File: src/rtl/bus_dev_endpoint.sv
// Device-side bus endpoint: TX show-ahead FIFO toward the arbiter,
// RX FIFO with destination-ID filter toward the local consumer.
module bus_dev_endpoint #(
    parameter int           pckg_sz   = 16,
    parameter int           depth     = 8,
    parameter logic [7:0]   id        = 8'h00,
    parameter logic [7:0]   broadcast = 8'h8F
) (
    input  logic               clk,
    input  logic               reset,
    output logic               pndng,
    output logic [pckg_sz-1:0] D_pop,
    input  logic               pop,
    input  logic               push,
    input  logic [pckg_sz-1:0] D_push,
    input  logic               tx_wr,
    input  logic [pckg_sz-1:0] tx_data,
    output logic               tx_full,
    input  logic               rx_rd,
    output logic [pckg_sz-1:0] rx_data,
    output logic               rx_valid,
    output logic               rx_empty,
    output logic [7:0]         rx_drop_cnt,
    output logic [7:0]         rx_miss_cnt
);

    localparam int AW = (depth > 1) ? $clog2(depth) : 1;
    localparam int CW = AW + 1;
    localparam logic [CW-1:0] FULL_CNT = CW'(depth);
    localparam logic [AW-1:0] PTR_ONE  = AW'(1);
    localparam logic [CW-1:0] CNT_ONE  = CW'(1);

    typedef logic [pckg_sz-1:0] pkt_t;

    pkt_t          tx_mem_q [depth];
    pkt_t          tx_mem_d [depth];
    logic [AW-1:0] tx_wptr_q, tx_wptr_d;
    logic [AW-1:0] tx_rptr_q, tx_rptr_d;
    logic [CW-1:0] tx_cnt_q, tx_cnt_d;

    pkt_t          rx_mem_q [depth];
    pkt_t          rx_mem_d [depth];
    logic [AW-1:0] rx_wptr_q, rx_wptr_d;
    logic [AW-1:0] rx_rptr_q, rx_rptr_d;
    logic [CW-1:0] rx_cnt_q, rx_cnt_d;
    pkt_t          rx_data_q, rx_data_d;
    logic          rx_valid_q, rx_valid_d;
    logic [7:0]    drop_q, drop_d;
    logic [7:0]    miss_q, miss_d;

    logic       tx_do_pop, tx_do_wr;
    logic       rx_hit, rx_do_rd, rx_do_wr;
    logic [7:0] dest;

    assign dest = D_push[pckg_sz-1 -: 8];

    // Output decode; D_pop is gated so an empty FIFO presents zero.
    always_comb begin
        pndng       = (tx_cnt_q != '0);
        D_pop       = pndng ? tx_mem_q[tx_rptr_q] : '0;
        tx_full     = (tx_cnt_q == FULL_CNT);
        rx_empty    = (rx_cnt_q == '0);
        rx_data     = rx_data_q;
        rx_valid    = rx_valid_q;
        rx_drop_cnt = drop_q;
        rx_miss_cnt = miss_q;
    end

    // TX FIFO next state; a pop on a full FIFO frees room for a same-cycle write.
    always_comb begin
        tx_mem_d  = tx_mem_q;
        tx_wptr_d = tx_wptr_q;
        tx_rptr_d = tx_rptr_q;
        tx_cnt_d  = tx_cnt_q;
        tx_do_pop = pop && (tx_cnt_q != '0);
        tx_do_wr  = tx_wr && ((tx_cnt_q != FULL_CNT) || tx_do_pop);
        if (tx_do_wr) begin
            tx_mem_d[tx_wptr_q] = tx_data;
            tx_wptr_d = tx_wptr_q + PTR_ONE;
        end
        if (tx_do_pop) begin
            tx_rptr_d = tx_rptr_q + PTR_ONE;
        end
        unique case ({tx_do_wr, tx_do_pop})
            2'b10:   tx_cnt_d = tx_cnt_q + CNT_ONE;
            2'b01:   tx_cnt_d = tx_cnt_q - CNT_ONE;
            default: tx_cnt_d = tx_cnt_q;
        endcase
    end

    // RX filter, FIFO next state and saturating miss/drop counters.
    always_comb begin
        rx_mem_d   = rx_mem_q;
        rx_wptr_d  = rx_wptr_q;
        rx_rptr_d  = rx_rptr_q;
        rx_cnt_d   = rx_cnt_q;
        rx_data_d  = rx_data_q;
        rx_valid_d = 1'b0;
        drop_d     = drop_q;
        miss_d     = miss_q;
        rx_hit     = push && ((dest == id) || (dest == broadcast));
        rx_do_rd   = rx_rd && (rx_cnt_q != '0);
        rx_do_wr   = rx_hit && ((rx_cnt_q != FULL_CNT) || rx_do_rd);
        if (push && !rx_hit && (miss_q != 8'hFF)) begin
            miss_d = miss_q + 8'd1;
        end
        if (rx_hit && !rx_do_wr && (drop_q != 8'hFF)) begin
            drop_d = drop_q + 8'd1;
        end
        if (rx_do_wr) begin
            rx_mem_d[rx_wptr_q] = D_push;
            rx_wptr_d = rx_wptr_q + PTR_ONE;
        end
        if (rx_do_rd) begin
            rx_data_d  = rx_mem_q[rx_rptr_q];
            rx_valid_d = 1'b1;
            rx_rptr_d  = rx_rptr_q + PTR_ONE;
        end
        unique case ({rx_do_wr, rx_do_rd})
            2'b10:   rx_cnt_d = rx_cnt_q + CNT_ONE;
            2'b01:   rx_cnt_d = rx_cnt_q - CNT_ONE;
            default: rx_cnt_d = rx_cnt_q;
        endcase
    end

    // State registers; reset discards all buffered packets.
    always_ff @(posedge clk or negedge reset) begin
        if (!reset) begin
            for (int i = 0; i < depth; i++) begin
                tx_mem_q[i] <= '0;
                rx_mem_q[i] <= '0;
            end
            tx_wptr_q  <= '0;
            tx_rptr_q  <= '0;
            tx_cnt_q   <= '0;
            rx_wptr_q  <= '0;
            rx_rptr_q  <= '0;
            rx_cnt_q   <= '0;
            rx_data_q  <= '0;
            rx_valid_q <= 1'b0;
            drop_q     <= '0;
            miss_q     <= '0;
        end else begin
            tx_mem_q   <= tx_mem_d;
            rx_mem_q   <= rx_mem_d;
            tx_wptr_q  <= tx_wptr_d;
            tx_rptr_q  <= tx_rptr_d;
            tx_cnt_q   <= tx_cnt_d;
            rx_wptr_q  <= rx_wptr_d;
            rx_rptr_q  <= rx_rptr_d;
            rx_cnt_q   <= rx_cnt_d;
            rx_data_q  <= rx_data_d;
            rx_valid_q <= rx_valid_d;
            drop_q     <= drop_d;
            miss_q     <= miss_d;
        end
    end

endmodule

File: config.mk
export PLATFORM = sky130hd
export DESIGN_NAME = bus_dev_endpoint
export DESIGN_NICKNAME = d
export VERILOG_FILES = /design/src/rtl/bus_dev_endpoint.sv
export SDC_FILE = /design/constraint.sdc
export NUM_CORES = 1
export LEC_CHECK = 0
export ABC_CLOCK_PERIOD_IN_PS = 7120
export BUFFER_PORTS_ARGS = -buffer_cell sky130_fd_sc_hd__buf_2
export CORE_MARGIN = 10
export CORE_UTILIZATION = 40
export CTS_CLUSTER_DIAMETER = 60
export DETAILED_ROUTE_END_ITERATION = 12
export SETUP_SLACK_MARGIN = 0.15
export SLEW_MARGIN = 20
export SYNTH_ARGS = -nofsm -noshare
export SYNTH_HDL_FRONTEND = slang
export SYNTH_SLANG_ARGS = --single-unit
File: constraint.sdc
create_clock -name clk -period 7.12 [get_ports clk]
set_input_delay 0.712 -clock clk [delete_from_list [all_inputs] [get_ports clk]]
set_output_delay 0.712 -clock clk [all_outputs]
set_load 0.01 [all_outputs]
==> results of run 1 <==
power by group:
group          switching [mW]  total, mW  internal, mW
registers               0.293       2.51          2.22
logic                   0.869       1.95          1.08
clock network           0.707       1.86          1.16
flip-flops by register name, indices dropped and copies added, names as in the netlist:
register and cells:
rx_cnt_q 4, rx_data 16, rx_drop_cnt 8, rx_mem_q 128, rx_miss_cnt 8, rx_rptr_q 3
rx_valid 1, rx_wptr_q 3, tx_cnt_q 4, tx_mem_q 128, tx_rptr_q 3, tx_wptr_q 3
per-layer routing:
layer | global-route usage | wire (µm) | share of wire
met1 | 0.185 | 13000 | 0.45
met2 | 0.240 | 14400 | 0.49
met3 | 0.0255 | 1310 | 0.045
met4 | 0.0370 | 524 | 0.018
met5 | 0 | 0 | 0
placed cells by master, fill, tap and decap left out, types with 4 or more instances in the layout:
cell,count
clkbuf_8,9
a21oi_1,4
xor2_1,10
clkbuf_16,37
mux2_2,181
nand2b_1,7
or2_2,4
nand2_1,30
clkbuf_1,8
and3_1,5
buf_2,88
nand4_1,11
dfrtp_1,307
and4_1,4
ha_1,12
a21o_1,41
clkinv_2,4
and2_1,26
buf_4,16
nor2_2,4
mux2i_1,33
mux2_4,20
inv_1,8
xnor2_1,16
mux4_2,64
o21ai_0,18
nor2_1,20
nor3_1,11
worst min path at each step:
stage                  startpoint             to  slack [ns]  cells past startpoint
global placement    rx_mem_q[106]  rx_mem_q[106]        0.46                      1
finish                      reset    tx_cnt_q[2]        0.20                      1
detailed placement   rx_mem_q[15]   rx_mem_q[15]        0.46                      1
floorplan                   reset    rx_cnt_q[0]        0.42                      0
CTS                         reset    tx_cnt_q[2]        0.24                      1
global route                reset   tx_wptr_q[2]        0.28                      1
through the flow:
step	instances	instance area (µm²)	hold slack, ns
2_1_floorplan	924	13800	0.416
3_3_place_gp	1432	14700	0.455
3_5_place_dp	1432	14700	0.460
4_1_cts	1496	16000	0.242
5_1_grt	1496	16000	0.283
6_report	1496	16000	0.197
Yosys cell counts (all sizes together):
cell type	count	area, µm²
a211oi	2	15.0
a21boi	1	11.3
a21o	41	308
a21oi	4	20.0
a221oi	1	15.0
a22o	1	8.76
a31oi	2	12.5
and2	26	163
and3	5	31.3
and3b	1	8.76
and4	4	35.0
buf	25	156
clkbuf	28	105
clkinv	1	3.75
dfrtp	309	7730
fa	1	20.0
ha	12	150
inv	9	36.3
mux2	201	2340
mux2i	33	330
mux4	64	1440
nand2	30	113
nand2b	7	43.8
nand3	4	20.0
nand3b	2	15.0
nand4	11	68.8
nand4b	3	26.3
nand4bb	1	11.3
nor2	24	100
nor2b	2	12.5
nor3	11	55.1
nor4	3	25.0
nor4bb	1	10.0
o21a	1	7.51
o21ai	18	90.1
or2	7	43.8
or4b	2	20.0
xnor2	16	140
xor2	10	87.6
area by class of cell:
type | instances | area [µm²] | share of cell area
Sequential cell | 309 | 7730 | 0.484
Clock inverter | 10 | 135 | 0.00846
Tap cell | 455 | 569 | 0.0357
Clock buffer | 54 | 1080 | 0.0676
Timing Repair Buffer | 106 | 596 | 0.0373
Multi-Input combinational cell | 552 | 5810 | 0.364
Inverter | 10 | 40.0 | 0.00251
worst max-delay path, delay by kind of cell (launching register included):
family,cells,cell delay (ns)
buf+inv,2,0.71
flops,1,0.33
mux,2,0.77
simple gates,1,0.09
cells by family after synthesis:
kind of cell    Yosys count
flops                   309
mux                     298
simple gates            144
compound gates           71
buf+inv                  63
xor+xnor                 26
fa+ha+maj                13
==> flow_summary.json, run 1 <==
{
  "cts_tree": "built",
  "worst_setup_path_start_kind": "flip-flop",
  "vias": 7812,
  "period_share": 0.443,
  "path_max_fanout": 34,
  "clkLatencyLatePin_ns": 0.51,
  "fin_nets": 1066,
  "slowest_stage": "mux4_2",
  "final.setup.worst_slack_ns": 3.97,
  "synth_compound_area_frac": 0.0353,
  "leakagePower_nw": 7.79,
  "power_density_nw_per_um2": 396,
  "grt_overflow": 0,
  "drt_iter0_markers": 445,
  "ys_warn_count": 0,
  "max_freq_mhz": 317,
  "synthCells": 924,
  "worstReg2RegEnd": "rx_cnt_q[3]",
  "worstPathArrival_ns": 2.44,
  "die_w_um": 206,
  "via_per_inst": 5.22,
  "cp-end-kind": "output pin",
  "gr-usage-all-layers": 0.142,
  "path_clk_slew_ns": 0.05,
  "ctsResizeCount": 0,
  "syn_avg_cell_area_um2": 15.0,
  "portBuffers": 89,
  "clockBufferDepth": 3,
  "synth-simple-area-share": 0.0580,
  "clkSinkCount": 309,
  "placementRows": 68,
  "hold_viol_final": 0,
  "timing.rr.start": "rx_cnt_q[0]",
  "core_um2": 34300,
  "maxSlewViolCount": 0,
  "synth_top_family_by_area": "multiplexers",
  "die_area_um2": 42400,
  "synth_fa_ha_area_frac": 0.0123,
  "hold_class": "input pin to async pin",
  "syn-cell-area_um2": 13800,
  "wire_per_inst_um": 19.6,
  "drive_gt1_frac": 0.425,
  "synth-xor-area-share": 0.0165,
  "insertedDiodeCount": 0,
  "vdd_drop_max_uv": 277,
  "htreeDepth": 2,
  "fillCellCount": 3011,
  "wirelength_um": 29300,
  "rr_worst_depth": 11,
  "slew_headroom": 0.376,
  "path_cells": "buf_4, mux4_2, mux2i_1, nor2_1, buf_2",
  "critPathLaunch": "tx_rptr_q[0]",
  "yosysSeqAreaShare": 0.559,
  "cp.required_ns": 6.41,
  "ioPinCount": 90,
  "numCtsBuffers": 36,
  "ctsRootBufferMaster": "clkbuf_16",
  "setup_violations": 0,
  "yosysUniqueCellTypes": 48,
  "syn_to_final_growth_pct": 15.4,
  "hold_buffers": 0,
  "cts_setup_buffers": 0,
  "worst_slew_pin_slew_ns": 0.935,
  "syn_nets": 975,
  "grt_pass1_vias": 8514,
  "synth.area.mux_share": 0.297,
  "p_total_mw": 6.32,
  "totalNegativeSetupSlack_ns": 0,
  "cp-endpoint": "D_pop[6]",
  "start_util": 0.403,
  "rsz0062_at_grt": "false",
  "die_y_um": 206,
  "path_class": "flip-flop to output pin",
  "maxCapViolations": 0,
  "antenna_found_initial": 0,
  "skew_ns": 0.0170,
  "r2r_slack_ns": 4.20,
  "drt-pass1-iter-count": 4,
  "grt_pass1_wl_um": 48100,
  "utilization": 0.466,
  "crit_path_max_incr_delay_ns": 0.59,
  "ant_nets": 0,
  "post-place-ws_ns": 3.93,
  "period_needed_ns": 3.15,
  "gp_congestion": 0.718,
  "status": "finished, final reports clean",
  "grt_max_degree": 143,
  "drc": 0,
  "synth_seq_cells": 309,
  "hpwl_um": 17900
}
Power figures use the tool's default switching activity.
==> run 2: changes to the inputs <==
Settings changed: ABC_CLOCK_PERIOD_IN_PS 7120 to 3200.
Clock period 7.12 ns to 3.2 ns, I/O delays scaled along.
==> run 2 against run 1 <==
Against the previous run: clock power rose by 120%; die area did not move; global-route usage fell by 0.056 points; largest power group unchanged; critical path type unchanged; final cell count rose by 0.40%; critical path depth did not move; critical endpoint is now D_pop[12]; sequential power rose by 130%.
==> flow_summary.json, run 2 (synthesis gave the netlist of run 1 again) <==
{
  "power_density_nw_per_um2": 874,
  "grt_overflow": 0,
  "final.setup.worst_slack_ns": 0.482,
  "setup_violations": 0,
  "rsz0062_at_grt": "false",
  "ioPinCount": 90,
  "cp.required_ns": 2.88,
  "final_common_cell": "dfrtp_1",
  "intPower_mw": 9.81,
  "core_um2": 34300,
  "grt_pass1_wl_um": 47900,
  "utilization": 0.467,
  "pwr-share-comb": 0.306,
  "vias": 7772,
  "antenna_found_initial": 0,
  "vdd_drop_max_uv": 613,
  "wire_per_inst_um": 19.5,
  "place_inst": 1438,
  "fin_cells": 1502,
  "skew_ns": 0.0139,
  "die_area_um2": 42400,
  "wirelength_um": 29200,
  "grt_max_degree": 114,
  "drt-pass1-iter-count": 6,
  "syn_to_final_growth_pct": 15.8,
  "worst_setup_path_start_kind": "flip-flop",
  "switchingPower_mw": 4.19,
  "slowest_stage": "dfrtp_2",
  "worstPathArrival_ns": 2.40,
  "gp_congestion": 0.737,
  "path_class": "flip-flop to output pin",
  "ant_nets": 0,
  "htreeDepth": 2,
  "slew_headroom": 0.426,
  "grt_pass1_vias": 8453,
  "hpwl_um": 18500,
  "die_y_um": 206,
  "worst_slew_pin_slew_ns": 0.861,
  "p_clk_frac": 0.287,
  "status": "finished, final reports clean",
  "totalNegativeSetupSlack_ns": 0,
  "drive_gt1_frac": 0.428,
  "via_per_inst": 5.17,
  "cts_setup_buffers": 0,
  "insertedDiodeCount": 0,
  "period_needed_ns": 2.72,
  "timing.hold.ws_ns": 0.135,
  "max_freq_mhz": 368,
  "die_w_um": 206,
  "fin_nets": 1074,
  "path_clk_slew_ns": 0.06,
  "gr-usage-all-layers": 0.141,
  "p_seq_frac": 0.407,
  "period_share": 0.849,
  "path_max_fanout": 10,
  "path_cells": "buf_4, mux4_2, mux2i_1, nor2_1, buf_2",
  "swShare": 0.299,
  "clkSinkCount": 309,
  "maxCapViolations": 0,
  "ctsRootBufferMaster": "clkbuf_16",
  "drt_iter0_markers": 353,
  "cts_tree": "built",
  "clkLatencyLatePin_ns": 0.51,
  "placementRows": 68,
  "clockBufferDepth": 3,
  "maxSlewViolCount": 0,
  "post-place-ws_ns": 0.530,
  "hold_class": "input pin to flip-flop",
  "start_util": 0.403,
  "leakagePower_nw": 7.83,
  "numCtsBuffers": 37,
  "portBuffers": 89,
  "hold_viol_final": 0,
  "cp-end-kind": "output pin",
  "layout_common_cells": "dfrtp_1, mux2_2, buf_2",
  "drc": 0,
  "crit_path_max_incr_delay_ns": 0.61
}
run 2: cell types whose count changed in the layout (fill, tap and decap cells not counted), moves of 2 or more:
cell       change
buf_12         +3
buf_4          +3
clkinv_2       +3
bufinv_16      -2
clkbuf_1       -2
inv_6          -2
run 2: routing by layer:
layer	up-vias	track usage	part of all wire
li1	3571	-	-
met1	4037	0.180	0.44
met2	124	0.243	0.50
met3	40	0.0282	0.044
met4	0	0.0344	0.018
met5	-	0	0
run 2: power by group through the flow:
stage,clock [mW],sequential (mW),combinational (mW)
floorplan,0,5.39,3.38
global placement,0,5.72,4.30
detailed placement,0,5.75,4.38
CTS,4.15,5.70,4.39
global route,4.33,5.85,4.73
finish,4.02,5.70,4.28
run 2: final cells by class:
cell class,count,area [µm²]
multi-input combinational,552,5810
sequential,309,7730
fill,3051,18300
clock buffer,52,1080
timing repair buffer,113,688
inverter,10,40.0
clock inverter,11,97.6
tap,455,569
run 2: critical path, delay by kind of cell (launching register included):
kind	cells	cell delay (ns)
buffers and inverters	2	0.44
AND/OR/NAND/NOR	1	0.08
multiplexers	2	0.77
flip-flops	1	0.61
run 2: what timing repair did:
action,in CTS,in global routing
hold buffers,1,0
resized for setup,0,0
endpoints found under the hold margin,59,0
run 2: path summary, 6_finish.rpt:
check	start	to	slack, ns	depth (start not counted)
hold / removal	rx_rd	rx_valid	0.13	3
setup reg to reg	tx_cnt_q[1]	tx_mem_q[55]	0.67	7
hold reg to reg	rx_mem_q[11]	rx_mem_q[11]	0.47	1
setup / recovery	tx_rptr_q[0]	D_pop[12]	0.48	5
max in group asynchronous	reset	rx_rptr_q[0]	1.85	3
min in group asynchronous	reset	tx_cnt_q[0]	0.34	2
run 2: stage by stage:
stage               instance area, µm²  power (mW)
floorplan                        13800        8.77
CTS                              16000        14.2
global placement                 14800        10.0
finish                           16000        14.0
global route                     16000        14.9
detailed placement               14800        10.1
==> run 3: changes to the inputs <==
Settings changed: ABC_CLOCK_PERIOD_IN_PS 3200 to 2440.
Clock period 3.2 ns to 2.44 ns, I/O delays scaled along.
==> run 3 against run 2 <==
Against the previous run: first-iteration DRC count shrank 0.85%; combinational power grew 46%; power grew 36%; final cell count grew 3.3%; final area grew 4.0%; clock power grew 36%; sequential power grew 29%; clock-buffer cell count shrank 2; critical path type unchanged; via count grew 3.3%; register-to-register slack lost 0.44 ns; setup slack lost 0.41 ns; die area is the same.
==> flow_summary.json, run 3 (synthesis gave the netlist of run 1 again) <==
{
  "final_cell_area_um2": 16700,
  "worstPathArrival_ns": 2.12,
  "drc": 0,
  "cp.required_ns": 2.20,
  "gr-usage-all-layers": 0.146,
  "syn_to_final_growth_pct": 20.5,
  "skew_ns": 0.0215,
  "grt_pass1_wl_um": 49100,
  "path_class": "flip-flop to output pin",
  "max_freq_mhz": 423,
  "die_w_um": 206,
  "ant_nets": 0,
  "maxCapViolations": 0,
  "start_util": 0.403,
  "worst_setup_path_start_kind": "flip-flop",
  "numCtsBuffers": 37,
  "die_area_um2": 42400,
  "die_y_um": 206,
  "drt_iter0_markers": 350,
  "power_density_nw_per_um2": 1140,
  "wirelength_um": 30100,
  "antenna_found_initial": 1,
  "grt_overflow": 0,
  "via_per_inst": 5.17,
  "path_clk_slew_ns": 0.06,
  "drive_gt1_frac": 0.468,
  "slew_headroom": 0.592,
  "status": "finished, final reports clean",
  "layout_common_cells": "dfrtp_1, mux2_2, buf_2",
  "period_share": 0.969,
  "ctsRootBufferMaster": "clkbuf_16",
  "insertedDiodeCount": 0,
  "period_needed_ns": 2.37,
  "worst_slew_pin_slew_ns": 0.612,
  "hold_class": "input pin to flip-flop",
  "rsz0062_at_grt": "true",
  "hold_viol_final": 0,
  "utilization": 0.486,
  "drt-pass1-iter-count": 4,
  "maxSlewViolCount": 0,
  "grt_pass1_vias": 8802,
  "cts_tree": "built",
  "fin_nets": 1119,
  "grt_max_degree": 72,
  "cp-end-kind": "output pin",
  "place_area_um2": 15200,
  "placementRows": 68,
  "final_common_cell": "dfrtp_1",
  "hpwl_um": 19100,
  "vias": 8025,
  "timing.hold.ws_ns": 0.0394,
  "path_max_fanout": 6,
  "totalNegativeSetupSlack_ns": 0,
  "wire_per_inst_um": 19.4,
  "portBuffers": 89,
  "vdd_drop_max_uv": 794,
  "ioPinCount": 90,
  "clkSinkCount": 309,
  "setup_violations": 0,
  "core_um2": 34300,
  "gp_congestion": 0.768,
  "htreeDepth": 2,
  "leakagePower_nw": 8.14,
  "clockBufferDepth": 3,
  "clkLatencyLatePin_ns": 0.52
}
[run 3: cell types whose count changed in the layout (fill, tap and decap cells not counted), moves of 2 or more]
cell / previous run / this run
buf_6: 0 / 2
ha_4: 0 / 2
nor3_1: 11 / 9
nor3_2: 0 / 2
ha_1: 12 / 9
buf_4: 19 / 51
dfrtp_1: 307 / 304
inv_6: 0 / 2
clkinv_4: 1 / 3
buf_12: 4 / 13
dfrtp_2: 2 / 5
[run 3: cell type report]
type / count / area (µm²)
clock buffers: 50 / 1050
flip-flops and latches: 309 / 7740
fillers: 2949 / 17600
inverters: 10 / 40.0
well taps: 455 / 569
clock inverters: 18 / 186
multi-input cells: 552 / 5890
repair buffers: 158 / 1180
[run 3: power by group]
part | switching, mW | total [mW] | internal [mW]
clock | 2.20 | 5.48 | 3.28
sequential | 0.860 | 7.33 | 6.47
combinational | 2.68 | 6.24 | 3.57
total | 5.74 | 19.1 | 13.3
[run 3: metal layers]
metal	vias up	track usage	wire, µm
li1	3669	-	-
met5	-	0	13
met2	119	0.257	15400
met1	4196	0.183	13100
met4	2	0.0344	490
met3	39	0.0260	1110
[run 3: worst paths after layout]
kind | start | end | cells after the start | slack (ns)
setup / recovery | tx_rptr_q[0] | D_pop[1] | 5 | 0.07
hold / removal | rx_rd | rx_valid | 3 | 0.04
setup reg to reg | tx_cnt_q[1] | tx_cnt_q[2] | 10 | 0.23
hold reg to reg | rx_mem_q[73] | rx_mem_q[73] | 1 | 0.47
max in group asynchronous | reset | tx_mem_q[91] | 4 | 1.34
min in group asynchronous | reset | tx_cnt_q[0] | 2 | 0.29
[run 3: timing repair]
action | 4_1_cts | 5_1_grt
pin swaps | 1 | 11
gates cloned | 1 | 1
hold endpoints to repair | 64 | 0
hold buffers | 1 | 0
buffers inserted | 3 | 3
setup endpoints to repair | 17 | 26
gates resized for setup | 3 | 15
[run 3: through the flow]
stage               worst slack (ns)  instances  total power [mW]
global route                 -0.0217       1552              20.2
finish                        0.0745       1552              19.1
floorplan                     0.0747        924              11.5
CTS                           0.0471       1548              19.1
detailed placement            0.0236       1475              13.5
global placement              0.0605       1475              13.3
[run 3: critical path, stage by stage (launching register included)]
cell     delay [ns]
dfrtp_2        0.46
buf_4          0.22
mux4_2         0.52
mux2i_1        0.19
nor2_1         0.07
buf_2          0.15
